==> config.mk <==
export PLATFORM = sky130hd
export DESIGN_NAME = systolic_feeder_flat
export DESIGN_NICKNAME = d
export VERILOG_FILES = /design/src/rtl/matmul_pkg.sv /design/src/rtl/systolic_feeder_if.sv /design/src/rtl/skew_line.sv /design/src/rtl/systolic_feeder.sv /design/src/flat_wrapper.sv
export SDC_FILE = /design/constraint.sdc
export NUM_CORES = 1
export LEC_CHECK = 0
export CAP_MARGIN = 20
export CORE_ASPECT_RATIO = 0.75
export CORE_MARGIN = 8
export CORE_UTILIZATION = 35
export CTS_CLUSTER_SIZE = 25
export DETAILED_ROUTE_END_ITERATION = 6
export PLACE_DENSITY = 0.67
export SYNTH_ARGS = -nofsm -noshare
export SYNTH_HDL_FRONTEND = slang
export SYNTH_SLANG_ARGS = --single-unit
==> constraint.sdc <==
create_clock -name clk -period 8.25 [get_ports clk]
set_input_delay 1.2375 -clock clk [delete_from_list [all_inputs] [get_ports clk]]
set_output_delay 1.2375 -clock clk [all_outputs]
set_load 0.01 [all_outputs]
==> src/rtl/matmul_pkg.sv <==
// Shared types and constants for the matmul front end: feeder FSM states,
// default array geometry and the flush length.
package matmul_pkg;

    localparam int DEFAULT_N  = 4;
    localparam int DEFAULT_W  = 8;
    localparam int DEFAULT_KW = 16;

    typedef enum logic [2:0] {
        IDLE,
        CLEAR,
        STREAM,
        FLUSH,
        DRAIN
    } feeder_state_t;

    // The array empties in 2N cycles: N of skew, N-1 of PE hops and 1 of accumulate.
    function automatic int flush_cycles(input int n);
        return 2 * n;
    endfunction

endpackage

==> src/rtl/systolic_feeder_if.sv <==
// Joint A/B operand handshake into the feeder. One beat carries an A column and a B row.
interface systolic_feeder_if #(
    parameter int N = 4,
    parameter int W = 8
);
    logic             in_valid;
    logic             in_ready;
    logic [N*W-1:0]   a_in;
    logic [N*W-1:0]   b_in;

    modport master (output in_valid, output a_in, output b_in, input  in_ready);
    modport slave  (input  in_valid, input  a_in, input  b_in, output in_ready);
endinterface

==> src/rtl/skew_line.sv <==
// Valid+data delay line of DEPTH registered stages; the output is the last stage.
module skew_line #(
    parameter int W     = 8,
    parameter int DEPTH = 1
) (
    input  logic         clk,
    input  logic         rst,
    input  logic         in_valid,
    input  logic [W-1:0] in_data,
    output logic         out_valid,
    output logic [W-1:0] out_data
);

    logic [DEPTH-1:0] valid_q, valid_d;
    logic [W-1:0]     data_q [DEPTH];
    logic [W-1:0]     data_d [DEPTH];

    always_comb begin
        valid_d[0] = in_valid;
        data_d[0]  = in_data;
        for (int s = 1; s < DEPTH; s++) begin
            valid_d[s] = valid_q[s-1];
            data_d[s]  = data_q[s-1];
        end
    end

    // NOTE: every stage is reset, not just the valid bits, because downstream
    // logic relies on edge data being zero whenever its valid is low.
    always_ff @(posedge clk or posedge rst) begin
        if (rst) begin
            valid_q <= '0;
            for (int s = 0; s < DEPTH; s++) data_q[s] <= '0;
        end else begin
            // NOTE: non-blocking so every stage samples its neighbour's old value.
            valid_q <= valid_d;
            for (int s = 0; s < DEPTH; s++) data_q[s] <= data_d[s];
        end
    end

    assign out_valid = valid_q[DEPTH-1];
    assign out_data  = data_q[DEPTH-1];

endmodule

==> src/rtl/systolic_feeder.sv <==
// Feeds an N x N output-stationary PE array: sequences clear/stream/flush/drain
// for one C-block and applies the triangular skew to the A and B edges.
module systolic_feeder
    import matmul_pkg::*;
#(
    parameter int N  = DEFAULT_N,
    parameter int W  = DEFAULT_W,
    parameter int KW = DEFAULT_KW
) (
    input  logic              clk,
    input  logic              rst,
    input  logic              start,
    input  logic [KW-1:0]     k_len,
    output logic              busy,
    output logic              done,
    systolic_feeder_if.slave  s_if,
    output logic [N*W-1:0]    a_edge,
    output logic [N-1:0]      a_edge_valid,
    output logic [N*W-1:0]    b_edge,
    output logic [N-1:0]      b_edge_valid,
    output logic              acc_clear_block,
    output logic              drain_en
);

    localparam int FLUSH_LEN = flush_cycles(N);
    localparam int FCW       = $clog2(2 * N + 1);

    feeder_state_t   state_q, state_d;
    logic [KW-1:0]   k_len_q, k_len_d;
    logic [KW-1:0]   beat_cnt_q, beat_cnt_d;
    logic [FCW-1:0]  flush_cnt_q, flush_cnt_d;
    logic            xfer;

    assign xfer = s_if.in_valid && (state_q == STREAM);

    always_comb begin
        // NOTE: every _d gets its hold value first so no path through the case infers a latch.
        state_d     = state_q;
        k_len_d     = k_len_q;
        beat_cnt_d  = beat_cnt_q;
        flush_cnt_d = flush_cnt_q;
        case (state_q)
            IDLE: begin
                if (start) begin
                    k_len_d = k_len;
                    state_d = CLEAR;
                end
            end
            CLEAR: begin
                beat_cnt_d  = '0;
                flush_cnt_d = '0;
                state_d     = (k_len_q == '0) ? FLUSH : STREAM;
            end
            STREAM: begin
                if (xfer) begin
                    beat_cnt_d = beat_cnt_q + KW'(1);
                    if (beat_cnt_q + KW'(1) == k_len_q) state_d = FLUSH;
                end
            end
            FLUSH: begin
                flush_cnt_d = flush_cnt_q + FCW'(1);
                if (flush_cnt_q == FCW'(FLUSH_LEN - 1)) state_d = DRAIN;
            end
            DRAIN:   state_d = IDLE;
            default: state_d = IDLE;
        endcase
    end

    always_ff @(posedge clk or posedge rst) begin
        if (rst) begin
            state_q     <= IDLE;
            k_len_q     <= '0;
            beat_cnt_q  <= '0;
            flush_cnt_q <= '0;
        end else begin
            state_q     <= state_d;
            k_len_q     <= k_len_d;
            beat_cnt_q  <= beat_cnt_d;
            flush_cnt_q <= flush_cnt_d;
        end
    end

    assign busy            = (state_q != IDLE);
    assign s_if.in_ready   = (state_q == STREAM);
    assign acc_clear_block = (state_q == CLEAR);
    assign drain_en        = (state_q == DRAIN);
    assign done            = (state_q == DRAIN);

    // Lane i sits i+1 registers from the input so operands meet in the right PE.
    for (genvar i = 0; i < N; i++) begin : g_lane
        logic [W-1:0] a_lane, b_lane;
        assign a_lane = xfer ? s_if.a_in[i*W +: W] : '0;
        assign b_lane = xfer ? s_if.b_in[i*W +: W] : '0;

        skew_line #(.W(W), .DEPTH(i + 1)) u_a_skew (
            .clk       (clk),
            .rst       (rst),
            .in_valid  (xfer),
            .in_data   (a_lane),
            .out_valid (a_edge_valid[i]),
            .out_data  (a_edge[i*W +: W])
        );

        skew_line #(.W(W), .DEPTH(i + 1)) u_b_skew (
            .clk       (clk),
            .rst       (rst),
            .in_valid  (xfer),
            .in_data   (b_lane),
            .out_valid (b_edge_valid[i]),
            .out_data  (b_edge[i*W +: W])
        );
    end

endmodule
==> src/flat_wrapper.sv <==
// flat-port wrapper written by rule: the top's interface ports become plain ports
module systolic_feeder_flat import matmul_pkg::*;
#(
    parameter int N  = DEFAULT_N,
    parameter int W  = DEFAULT_W,
    parameter int KW = DEFAULT_KW
)
  (clk, rst, start, k_len, busy, done, a_edge, a_edge_valid, b_edge, b_edge_valid, acc_clear_block, drain_en, s_if_in_valid, s_if_a_in, s_if_b_in, s_if_in_ready);
  systolic_feeder_if #(.N(N), .W(W)) s_if_i ();
  input  logic clk;
  input  logic rst;
  input  logic start;
  input  logic [KW-1:0] k_len;
  output logic busy;
  output logic done;
  output logic [N*W-1:0] a_edge;
  output logic [N-1:0] a_edge_valid;
  output logic [N*W-1:0] b_edge;
  output logic [N-1:0] b_edge_valid;
  output logic acc_clear_block;
  output logic drain_en;
  input wire logic [$bits(s_if_i.in_valid)-1:0] s_if_in_valid;
  input wire logic [$bits(s_if_i.a_in)-1:0] s_if_a_in;
  input wire logic [$bits(s_if_i.b_in)-1:0] s_if_b_in;
  output wire logic [$bits(s_if_i.in_ready)-1:0] s_if_in_ready;
  assign s_if_i.in_valid = s_if_in_valid;
  assign s_if_i.a_in = s_if_a_in;
  assign s_if_i.b_in = s_if_b_in;
  assign s_if_in_ready = s_if_i.in_ready;
  systolic_feeder #(.N(N), .W(W), .KW(KW)) u_core (.clk(clk), .rst(rst), .start(start), .k_len(k_len), .busy(busy), .done(done), .s_if(s_if_i), .a_edge(a_edge), .a_edge_valid(a_edge_valid), .b_edge(b_edge), .b_edge_valid(b_edge_valid), .acc_clear_block(acc_clear_block), .drain_en(drain_en));
endmodule
==> summary.txt <==
Critical path
  – Req. time, crit path: 7.01 ns
  – Critical path arrival: 2.21 ns
  – WS Path Type: flop to output port
  – Crit path buf inv count: 2
  – Worst path max stage delay: 0.62 ns
  – Largest fanout on the critical path: 13
  – Critical Path Sink Type: output port
  – Worst setup SP type: flop
  – CP max-delay cell: clkdlybuf4s50_1
  – Critical path cell sequence: inv_1 -> nor3_1 -> clkdlybuf4s50_1
  – Family with the most delay on the worst path: buffers and inverters

Yosys
  – Post-synth cell types: 51
  – Synth Flop Type: dfrtp_1
  – Main combinational cell family by area after synthesis: simple AND/OR/NAND/NOR gates
  – Post-Synth Adder-Cell Area: 0.3560%
  – Asr flop ratio synth: 100.0%
  – Compound-Gate Fraction of Synth Area: 5.482%
  – Synth Net Count: 582
  – Mapped Cells: 496
  – Netlist Area Pre-Place: 0.007029 mm²
  – Post-synthesis sequential area ratio: 72.27%
  – Mean area per synthesized cell: 14.17 µm²
  – Synth Area in XOR/XNOR: 2.492%
  – Synth Area in Simple Gates: 12.99%
  – Multiplexer share of the synthesized area: 2.884%
  – Post-synth EDFFs: 0
  – Ys Warns: 0
  – FF+latch count, synth: 203

Job
  – Max-cap violations: 0

Pwr
  – VDD IR max: 0.0001728 V
  – Cell Int Power: 2.134 mW
  – Sequential share of power: 45.8%
  – Power share of the clock group: 32.6%
  – Sw power: 0.7923 mW
  – Pwr dens: 308.4 mW/mm²
  – Static leakage: 4.293 nW
  – Switching Fraction: 27.07%
  – Comb pwr share: 21.5%

Detailed routing
  – Drt total wl: 14,620 µm
  – Routed length per instance: 15.85 µm
  – TritonRoute pass-1 iters: 4
  – 1st-iter DRT viols: 287
  – Via count: 4,237
  – Via/cell ratio: 4.595
  – Detailed-route DRC error count: 0
  – Antenna Nets Post-Route: 0

Global route
  – Pin count of the biggest net entering global routing: 122
  – Initial antenna violation count: 0
  – Gr usage total: 11.58%
  – Global-route wire length before repair: 23,870 µm
  – Gr ovfl total: 0
  – Number of global-route vias before repair: 4,468

Final layout
  – Nets: 735
  – # diodes: 0
  – Layout area overhead: 34.98%
  – Share of cells above drive strength 1: 9.789%
  – Finished Layout Cells: 922
  – Layout fillers: 1,724

STA
  – RSZ-0062 raised after global routing: no
  – Rel. slew slack: 46.50%
  – Endpoints failing hold: 0
  – Slew @ Worst Pin: 0.7996 ns
  – Final setup violation count: 0
  – Fin crit period: 3.450 ns
  – Fin crit share: 41.82%
  – Setup TNS: 0 ns
  – Clock Skews: 0.007034 ns
  – Max Freq: 289.9 MHz
  – Pins over their slew limit: 0

Clock network
  – Setup Fix Bufs, Post-CTS: 0
  – TritonCTS Sinks: 203
  – CTS buffer count: 21
  – CTS root buffer: clkbuf_16
  – Hold buffers post-CTS: 0
  – Htree depth: 1
  – Cells resized by post-CTS repair: 0
  – Worst-Skew Late Latency: 0.49 ns
  – CTS clk-pin slew, worst paths: 0.06 ns
  – CTS tree: done
  – Clock Path Buffers: 3

Placed design
  – IO buf count: 160
  – Placed Instances: 882
  – Routability Congestion: 0.8602
  – Hpwl dp: 9960 µm

Floorplanning
  – Rows: 45
  – Core area: 0.01999 mm²
  – Starting density of the core: 35.17%
  – Horiz. Die Dim: 179.6 µm
  – Area of the die: 0.02492 mm²
  – Die Height: 138.7 µm
  – I/O pins: 161

Run status
  – Status: finished, final reports clean

Hold path
  – HP Class: flop to flop
==> area by class of cell <==
class	instances	area [µm²]	area share, %
Clock buffer	27	568.0	5.987
Clock inverter	11	136.4	1.437
Inverter	6	30.03	0.3165
Multi-Input combinational cell	254	1702	17.93
Sequential cell	203	5080	53.54
Tap cell	258	322.8	3.402
Timing Repair Buffer	163	1649	17.38
==> registers in the layout, summed over array words and instances (netlist names) <==
signal / count
u_core.beat_cnt_q: 16
u_core.flush_cnt_q: 4
u_core.g_lane.u_a_skew.data_d: 48
u_core.g_lane.u_a_skew.out_data: 32
u_core.g_lane.u_a_skew.valid_q: 4
u_core.g_lane.u_b_skew.data_d: 48
u_core.g_lane.u_b_skew.out_data: 32
u_core.k_len_q: 16
u_core.state_q: 3
==> synth_stat cells (7+ instances only) <==
master	count	area [µm²]
buf_4	12	90.09
nor2_1	16	60.06
xnor2_1	17	148.9
mux2_2	17	191.4
o21ai_0	28	140.1
a21oi_1	9	45.04
and2_1	67	419.2
nand2_1	18	67.56
dfrtp_1	203	5080
buf_6	7	78.83
nand3_1	11	55.05
clkbuf_1	11	41.29
==> cell families (layout without fill, tap and decap cells) <==
logic type | count (synthesis) | after routing
compound gates | 62 | 62
xor+xnor | 20 | 20
fa+ha+maj | 2 | 2
buf+inv | 39 | 207
flops | 203 | 203
mux | 18 | 18
simple gates | 152 | 152
==> layout by cell type (no fill, tap or decap), types with 3 or more instances in the layout <==
master and count:
a21oi_1 9, a31oi_1 4, and2_1 67, and3_1 3
and4_1 4, bufinv_16 3, clkbuf_1 4, clkbuf_16 21
clkdlybuf4s50_1 160, clkinv_2 6, dfrtp_1 203, inv_1 4
mux2_2 17, nand2_1 18, nand3_1 11, nand4_1 5
nor2_1 16, nor3_1 4, nor4_1 5, o21ai_0 28
o31ai_1 6, xnor2_1 17, xor2_1 3
==> final timing paths <==
check | from | to | slack [ns] | cells past startpoint
max reg2reg | u_core.state_q[1] | u_core.beat_cnt_q[7] | 5.43 | 7
min reg2reg | u_core.g_lane[3].u_a_skew.data_d[20] | u_core.g_lane[3].u_a_skew.data_d[12] | 0.34 | 0
min in group asynchronous | rst | u_core.g_lane[2].u_a_skew.data_d[7] | 1.33 | 2
max | u_core.state_q[1] | s_if_in_ready | 4.80 | 3
max in group asynchronous | rst | u_core.g_lane[3].u_a_skew.data_d[15] | 5.62 | 4
min | u_core.g_lane[3].u_a_skew.data_d[20] | u_core.g_lane[3].u_a_skew.data_d[12] | 0.34 | 0
==> metrics by stage <==
step	hold slack, ns	total power, mW	util (%)	worst slack (ns)	area [µm²]
6_report	0.3412	2.926	47.47	4.800	9488
5_1_grt	0.3498	3.084	47.47	4.630	9488
4_1_cts	0.3413	2.958	47.27	4.587	9448
3_5_place_dp	0.3347	1.989	43.74	4.058	8743
3_3_place_gp	0.3310	1.959	43.74	4.244	8743
2_1_floorplan	0.3312	1.711	-	1.473	7029
==> routing by layer <==
metal | vias to the layer above | global-route usage (%) | part of all wire, %
met2 | 178 | 17.59 | 43
met3 | 21 | 3.901 | 7.7
met1 | 2068 | 15.82 | 47
met5 | - | 0 | 0
li1 | 1970 | - | -
met4 | 0 | 2.626 | 1.8
==> power by group through the flow <==
stage / logic (mW) / registers [mW] / clock network [mW]
after global placement: 0.611 / 1.35 / 0
after detailed placement: 0.628 / 1.36 / 0
after global routing: 0.691 / 1.37 / 1.02
after floorplan: 0.373 / 1.34 / 0
final: 0.630 / 1.34 / 0.955
after CTS: 0.632 / 1.34 / 0.983
==> worst reg2reg max path: stages (launching register included) <==
cell and delay, ns:
dfrtp_1 0.58, inv_1 0.19, nor3_1 0.33, nand2_1 0.51, inv_2 0.44, nor2_1 0.27, o21ai_0 0.24, o21ai_0 0.12
No activity file was read; power rests on OpenSTA's default activity.
